<file path="config.mk">
export PLATFORM = sky130hd
export DESIGN_NAME = fsqr_iter
export DESIGN_NICKNAME = d
export VERILOG_FILES = /design/src/rtl/fpu_pkg.sv /design/src/rtl/fsqr_norm_round.sv /design/src/rtl/fsqr_iter.sv
export SDC_FILE = /design/constraint.sdc
export NUM_CORES = 1
export LEC_CHECK = 0
export CORE_ASPECT_RATIO = 1.25
export CORE_UTILIZATION = 40
export DETAILED_ROUTE_END_ITERATION = 7
export GPL_TIMING_DRIVEN = 0
export SLEW_MARGIN = 20
export SYNTH_ARGS = -nofsm -noshare
export SYNTH_HDL_FRONTEND = slang
export SYNTH_HIERARCHICAL = 1
export SYNTH_SLANG_ARGS = --single-unit
</file>
<file path="constraint.sdc">
create_clock -name clk -period 9.95 [get_ports clk]
set_input_delay 1.99 -clock clk [delete_from_list [all_inputs] [get_ports clk]]
set_output_delay 1.99 -clock clk [all_outputs]
set_load 0.01 [all_outputs]
</file>
<file path="src/rtl/fpu_pkg.sv">
// Shared fp32 definitions for the FPU blocks: field widths, constants, state and class encodings.
package fpu_pkg;

  localparam int EXP_W    = 8;
  localparam int MAN_W    = 23;
  localparam int EXP_BIAS = 127;
  localparam int QNAN_BIT = 22;
  localparam int PROD_W   = 2 * (MAN_W + 1);

  localparam logic [31:0] FP_PINF = 32'h7F800000;

  typedef enum logic [1:0] {IDLE, MUL, NORM, DONE} fsqr_state_t;

  typedef enum logic [1:0] {CLS_FINITE, CLS_ZERO, CLS_INF, CLS_NAN} fp_class_t;

  function automatic fp_class_t fp_classify(input logic [31:0] v);
    if (v[30:23] == 8'hFF) begin
      return (v[22:0] != '0) ? CLS_NAN : CLS_INF;
    end
    if (v[30:0] == '0) begin
      return CLS_ZERO;
    end
    return CLS_FINITE;
  endfunction

endpackage

</file>
<file path="src/rtl/fsqr_norm_round.sv">
// Normalise, round (half-up on magnitude) and pack a 48b significand product into fp32.
module fsqr_norm_round
  import fpu_pkg::*;
(
  input  logic [PROD_W-1:0] prod,
  input  logic [7:0]        ea,
  input  logic [1:0]        cls,
  input  logic              sign,
  input  logic [21:0]       payload,
  output logic [31:0]       y,
  output logic              ovf
);

  fp_class_t         c;
  logic [5:0]        se;
  logic signed [9:0] eyrt;
  logic [9:0]        dsh;
  logic [24:0]       top_bits;
  logic [24:0]       t;
  logic [8:0]        exp_f;
  logic [31:0]       sum;

  assign c = fp_class_t'(cls);

  always_comb begin
    se = '0;
    for (int i = 0; i < PROD_W; i++) begin
      if (prod[i]) se = 6'(47 - i);
    end
    // Hidden bit, 23 fraction bits and the round bit; lower product bits never affect half-up rounding.
    top_bits = 25'((prod << se) >> 23);
    eyrt     = $signed({1'b0, ea, 1'b0}) - $signed({4'b0, se}) - 10'sd126;
    dsh      = 10'd1 - $unsigned(eyrt);
    if (eyrt <= 0) begin
      t     = top_bits >> dsh;
      exp_f = {8'b0, t[24]};
    end else begin
      t     = top_bits;
      exp_f = eyrt[8:0];
    end
    // A fraction carry ripples straight into the exponent field.
    sum = {exp_f, t[23:1]} + 32'(t[0]);

    y   = {1'b0, sum[30:0]};
    ovf = 1'b0;
    if (c == CLS_NAN) begin
      y = {sign, 8'hFF, 1'b1, payload};
    end else if (c == CLS_INF) begin
      y = FP_PINF;
    end else if (c == CLS_ZERO) begin
      y = '0;
    end else if (sum[31:23] >= 9'd255) begin
      y   = FP_PINF;
      ovf = 1'b1;
    end
  end

endmodule

</file>
<file path="src/rtl/fsqr_iter.sv">
// Multi-cycle fp32 squarer y = x*x using a shift-add significand multiplier (BPC bits per cycle).
// Handshake: a transfer happens on a rising edge where valid && ready (rst low); x is sampled only
// on the accepting edge, and y/ovf stay stable while out_valid is high until out_ready takes them.
module fsqr_iter
  import fpu_pkg::*;
#(
  parameter int BPC = 1
)
(
  input  logic        clk,
  input  logic        rst,
  input  logic        in_valid,
  output logic        in_ready,
  input  logic [31:0] x,
  output logic        out_valid,
  input  logic        out_ready,
  output logic [31:0] y,
  output logic        ovf,
  output logic [1:0]  state_dbg
);

  localparam int N  = 24 / BPC;
  localparam int CW = (N > 1) ? $clog2(N) : 1;
  localparam int PW = 24 + BPC;

  fsqr_state_t       state;
  fsqr_state_t       state_nx;
  logic [CW-1:0]     cnt;
  logic [PROD_W-1:0] acc;
  logic [23:0]       ma;
  logic [23:0]       mq;
  logic [7:0]        ea;
  logic              sgn;
  logic [21:0]       payload;
  fp_class_t         cls;
  logic [PW-1:0]     pp;
  logic [PROD_W-1:0] pp_sh;
  logic [31:0]       nr_y;
  logic              nr_ovf;

  always_ff @(posedge clk) begin
    if (rst) state <= IDLE;
    else     state <= state_nx;
  end

  always_comb begin
    state_nx = state;
    case (state)
      IDLE:    if (in_valid)          state_nx = MUL;
      MUL:     if (cnt == CW'(N - 1)) state_nx = NORM;
      NORM:                           state_nx = DONE;
      DONE:    if (out_ready)         state_nx = IDLE;
      default:                        state_nx = IDLE;
    endcase
  end

  always_comb begin
    in_ready  = (state == IDLE);
    out_valid = (state == DONE);
    state_dbg = state;
  end

  // Partial product of the multiplicand with the next BPC multiplier bits, placed at its weight.
  always_comb begin
    pp    = PW'(ma) * PW'(mq[BPC-1:0]);
    pp_sh = PROD_W'(pp) << (int'(cnt) * BPC);
  end

  always_ff @(posedge clk) begin
    if (rst) begin
      cnt     <= '0;
      acc     <= '0;
      ma      <= '0;
      mq      <= '0;
      ea      <= '0;
      sgn     <= 1'b0;
      payload <= '0;
      cls     <= CLS_FINITE;
      y       <= '0;
      ovf     <= 1'b0;
    end else begin
      case (state)
        IDLE: begin
          if (in_valid) begin
            sgn     <= x[31];
            payload <= x[21:0];
            ma      <= {|x[30:23], x[22:0]};
            mq      <= {|x[30:23], x[22:0]};
            ea      <= (x[30:23] == 8'd0) ? 8'd1 : x[30:23];
            cls     <= fp_classify(x);
            acc     <= '0;
            cnt     <= '0;
          end
        end
        MUL: begin
          acc <= acc + pp_sh;
          mq  <= mq >> BPC;
          cnt <= cnt + CW'(1);
        end
        NORM: begin
          y   <= nr_y;
          ovf <= nr_ovf;
        end
        default: ;
      endcase
    end
  end

  fsqr_norm_round u_norm (
    .prod    (acc),
    .ea      (ea),
    .cls     (cls),
    .sign    (sgn),
    .payload (payload),
    .y       (nr_y),
    .ovf     (nr_ovf)
  );

endmodule
</file>
==> results.cfg <==
[status]
outcome = completed

[worst_setup_path]
crit_path_top_delay_cell = mux4_2
cp.required_ns = 10.34
cp_num_buf_inv = 6
reg2reg_from = acc[45]$_SDFFE_PP0P_
crit_family = simple AND/OR/NAND/NOR gates
crit_fanout = 10
endpoint_kind = flop
cp-start-kind = flop
cp_slowest_stage_delay_ns = 0.56
crit_arrival_ns = 9.91
critPathMostFrequentCell = ha_1
critical_path_class = flop to flop
crit_start = acc[45]$_SDFFE_PP0P_

[synthesis]
synth_ff_type = dfxtp_1
synth.avg_cell_area_sq_um = 7.204
yosysUniqueCellTypes = 139
syn_nets = 2740
yosys_warnings = 6
synth_edf_count = 0
netlist_instances = 2635
yosysSeqAreaShare_pct = 15.50
ys_ff_latch = 147
syn_area_sq_mm = 0.01898
synthArstFlopShare_pct = 0

[timing]
finalSetupViolCount = 0
setup_ws_ns = 0.4226
maxSlewHeadroom_pct = 24.71
rsz0062_at_grt = false
worst-slew-pin-transition_ns = 1.124
fmax_mhz = 105.0
slew_violations = 0
tns_ns = 0
hold_violations = 0
clock_skew_ns = 0.01315
finalCritPeriodShare_pct = 95.75
finalCriticalPeriod_ns = 9.527
whs_ns = 0.4681

[place]
dp.cells = 3337
dpl.hpwl_microns = 76970
gp_congestion = 1.059
port_buffers = 71
pre_cts_ws_ns = -1.705

[power]
power_switching_mw = 3.880
p_per_area_mw_per_mm2 = 301.6
vdd.ir_drop.worst_mv = 0.2678
leakagePower_nw = 7.550
p_sw_share_pct = 59.98
pwr-share-comb_pct = 77.9
power.share.clock_pct = 10.0
p_seq_share_pct = 12.0
internal_power_mw = 2.588

[cells_and_area]
fin_cells = 3381
drive_above_1_share_pct = 11.39
final_util_pct = 46.16
nets = 2842
final_cell_mix = 313 x nand2_1, 280 x nor2_1, 181 x a21oi_1
area_growth_pct = 12.99
layout_commonest_cell = nand2_1

[global_route]
grt_pass1_vias = 22350
grt_use_total_pct = 40.19
grt_max_degree = 19
grt_pass1_wl_microns = 145400
grt.overflow.total = 0
antenna_found_initial = 1

[floorplan]
die_w_microns = 196.9
ioPinCount = 73
core_sq_mm = 0.04646
start_util_pct = 40.86
rows = 88
die-area_sq_mm = 0.04834
die_h_microns = 245.6

[drt]
drcViolationCount = 0
vias_per_cell = 6.953
drtIter0Drc = 3081
ant_nets = 0
dr.pass1.iters = 8
drt_wl_total_microns = 98400
vias = 23510
wire_per_inst_microns = 29.10

[worst_hold_path]
holdCritPathClass = flop to flop
hp-start = sgn$_SDFFE_PP0P_

[run]
maxCapViolCount = 0

[cts]
cts.sink_count = 147
cts-root-buf = clkbuf_16
h-tree-depth = 4
clockBufferDepth = 2
clkTransAtPathRegs_ns = 0.07
cts_tree = yes
cts_made_buffers = 17
clock_insertion_delay_worst_skew_ns = 0.45
routing by layer:
metal / part of all wire, % / vias up / GRT usage (%)
met1: 38 / 11200 / 48.01
met5: 0 / - / 0
met3: 10 / 458 / 11.45
li1: - / 10260 / -
met2: 44 / 1586 / 64.19
met4: 7.0 / 0 / 23.03
worst reg2reg max path: cells and delay by family, from the launching register on:
kind,cells,cell delay [ns]
simple gates,9,2.85
mux,4,1.26
flops,1,0.40
fa+ha+maj,3,0.96
compound gates,9,2.63
buf+inv,6,1.39
area by class of cell:
class	count	area [sq um]
Antenna cell	2	5.005
Buffer	194	1039
Clock buffer	18	429.2
Clock inverter	13	145.1
Fill cell	4858	25020
Inverter	79	301.5
Multi-Input combinational cell	2210	14960
Sequential cell	147	2947
Tap cell	630	788.3
Timing Repair Buffer	88	838.3
metrics by stage:
step,instance area (sq um),power (mW)
floorplan,18980,3.814
global placement,20480,5.503
detailed placement,20520,5.419
CTS,21290,6.177
global route,21440,6.716
finish,21450,6.468
flip-flops by register name, summed over array words and instances, names as in the netlist:
signal / count
state_dbg: 2
mq: 24
ovf: 1
cls: 2
acc: 48
y: 32
cnt: 5
sgn: 1
ma: 24
ea: 8
power by group through the flow:
stage | Combinational (mW) | Sequential (mW) | Clock (mW)
CTS | 4.74 | 0.775 | 0.658
global placement | 4.72 | 0.783 | 0
global route | 5.24 | 0.789 | 0.689
detailed placement | 4.63 | 0.788 | 0
floorplan | 3.06 | 0.757 | 0
finish | 5.04 | 0.778 | 0.649
cell families (layout without fill, tap and decap cells):
group                      after synthesis  count (layout)  share of synthesized area, %
and+or+nand+nor                       1025            1025                         26.22
buffers and inverters                  278             392                         7.046
DFF                                    147             147                         15.50
adders and majority gates               69              69                         4.627
muxes                                  126             126                         8.206
xor gates and xnor gates                81              81                         3.777
other                                    0               2                             0
AOI/OAI and AO/OA                      909             909                         34.62
Yosys cell counts, types with 37 or more instances:
master	count	area [sq um]
nand2_1	315	1182
buf_2	45	225.2
nand3_1	107	535.5
a21oi_1	184	920.9
o21ai_1	56	280.3
nand4_1	39	244.0
a211oi_1	56	420.4
o211ai_1	37	277.8
dfxtp_1	147	2943
mux2i_1	87	870.8
o22ai_1	57	356.6
clkbuf_1	105	394.1
xnor2_1	48	420.4
ha_1	67	838.3
a22oi_1	49	367.9
o21ai_0	99	495.5
nor3_1	93	465.5
inv_1	72	270.3
nor2_1	284	1066
path summary, 6_finish.rpt:
path	endpoint	cells after the start	slack [ns]
setup / recovery	y[8]$_SDFFE_PP0P_	31	0.42
hold / removal	sgn$_SDFFE_PP0P_	2	0.47
setup reg to reg	y[8]$_SDFFE_PP0P_	31	0.42
hold reg to reg	sgn$_SDFFE_PP0P_	2	0.47
what timing repair did:
item,4_1_cts,5_1_grt
hold buffers,0,0
endpoints found under the setup margin,32,32
resized for setup,34,23
setup buffers,7,8
pin swaps,8,5
Note: power is estimated with default switching activity, not from simulation.
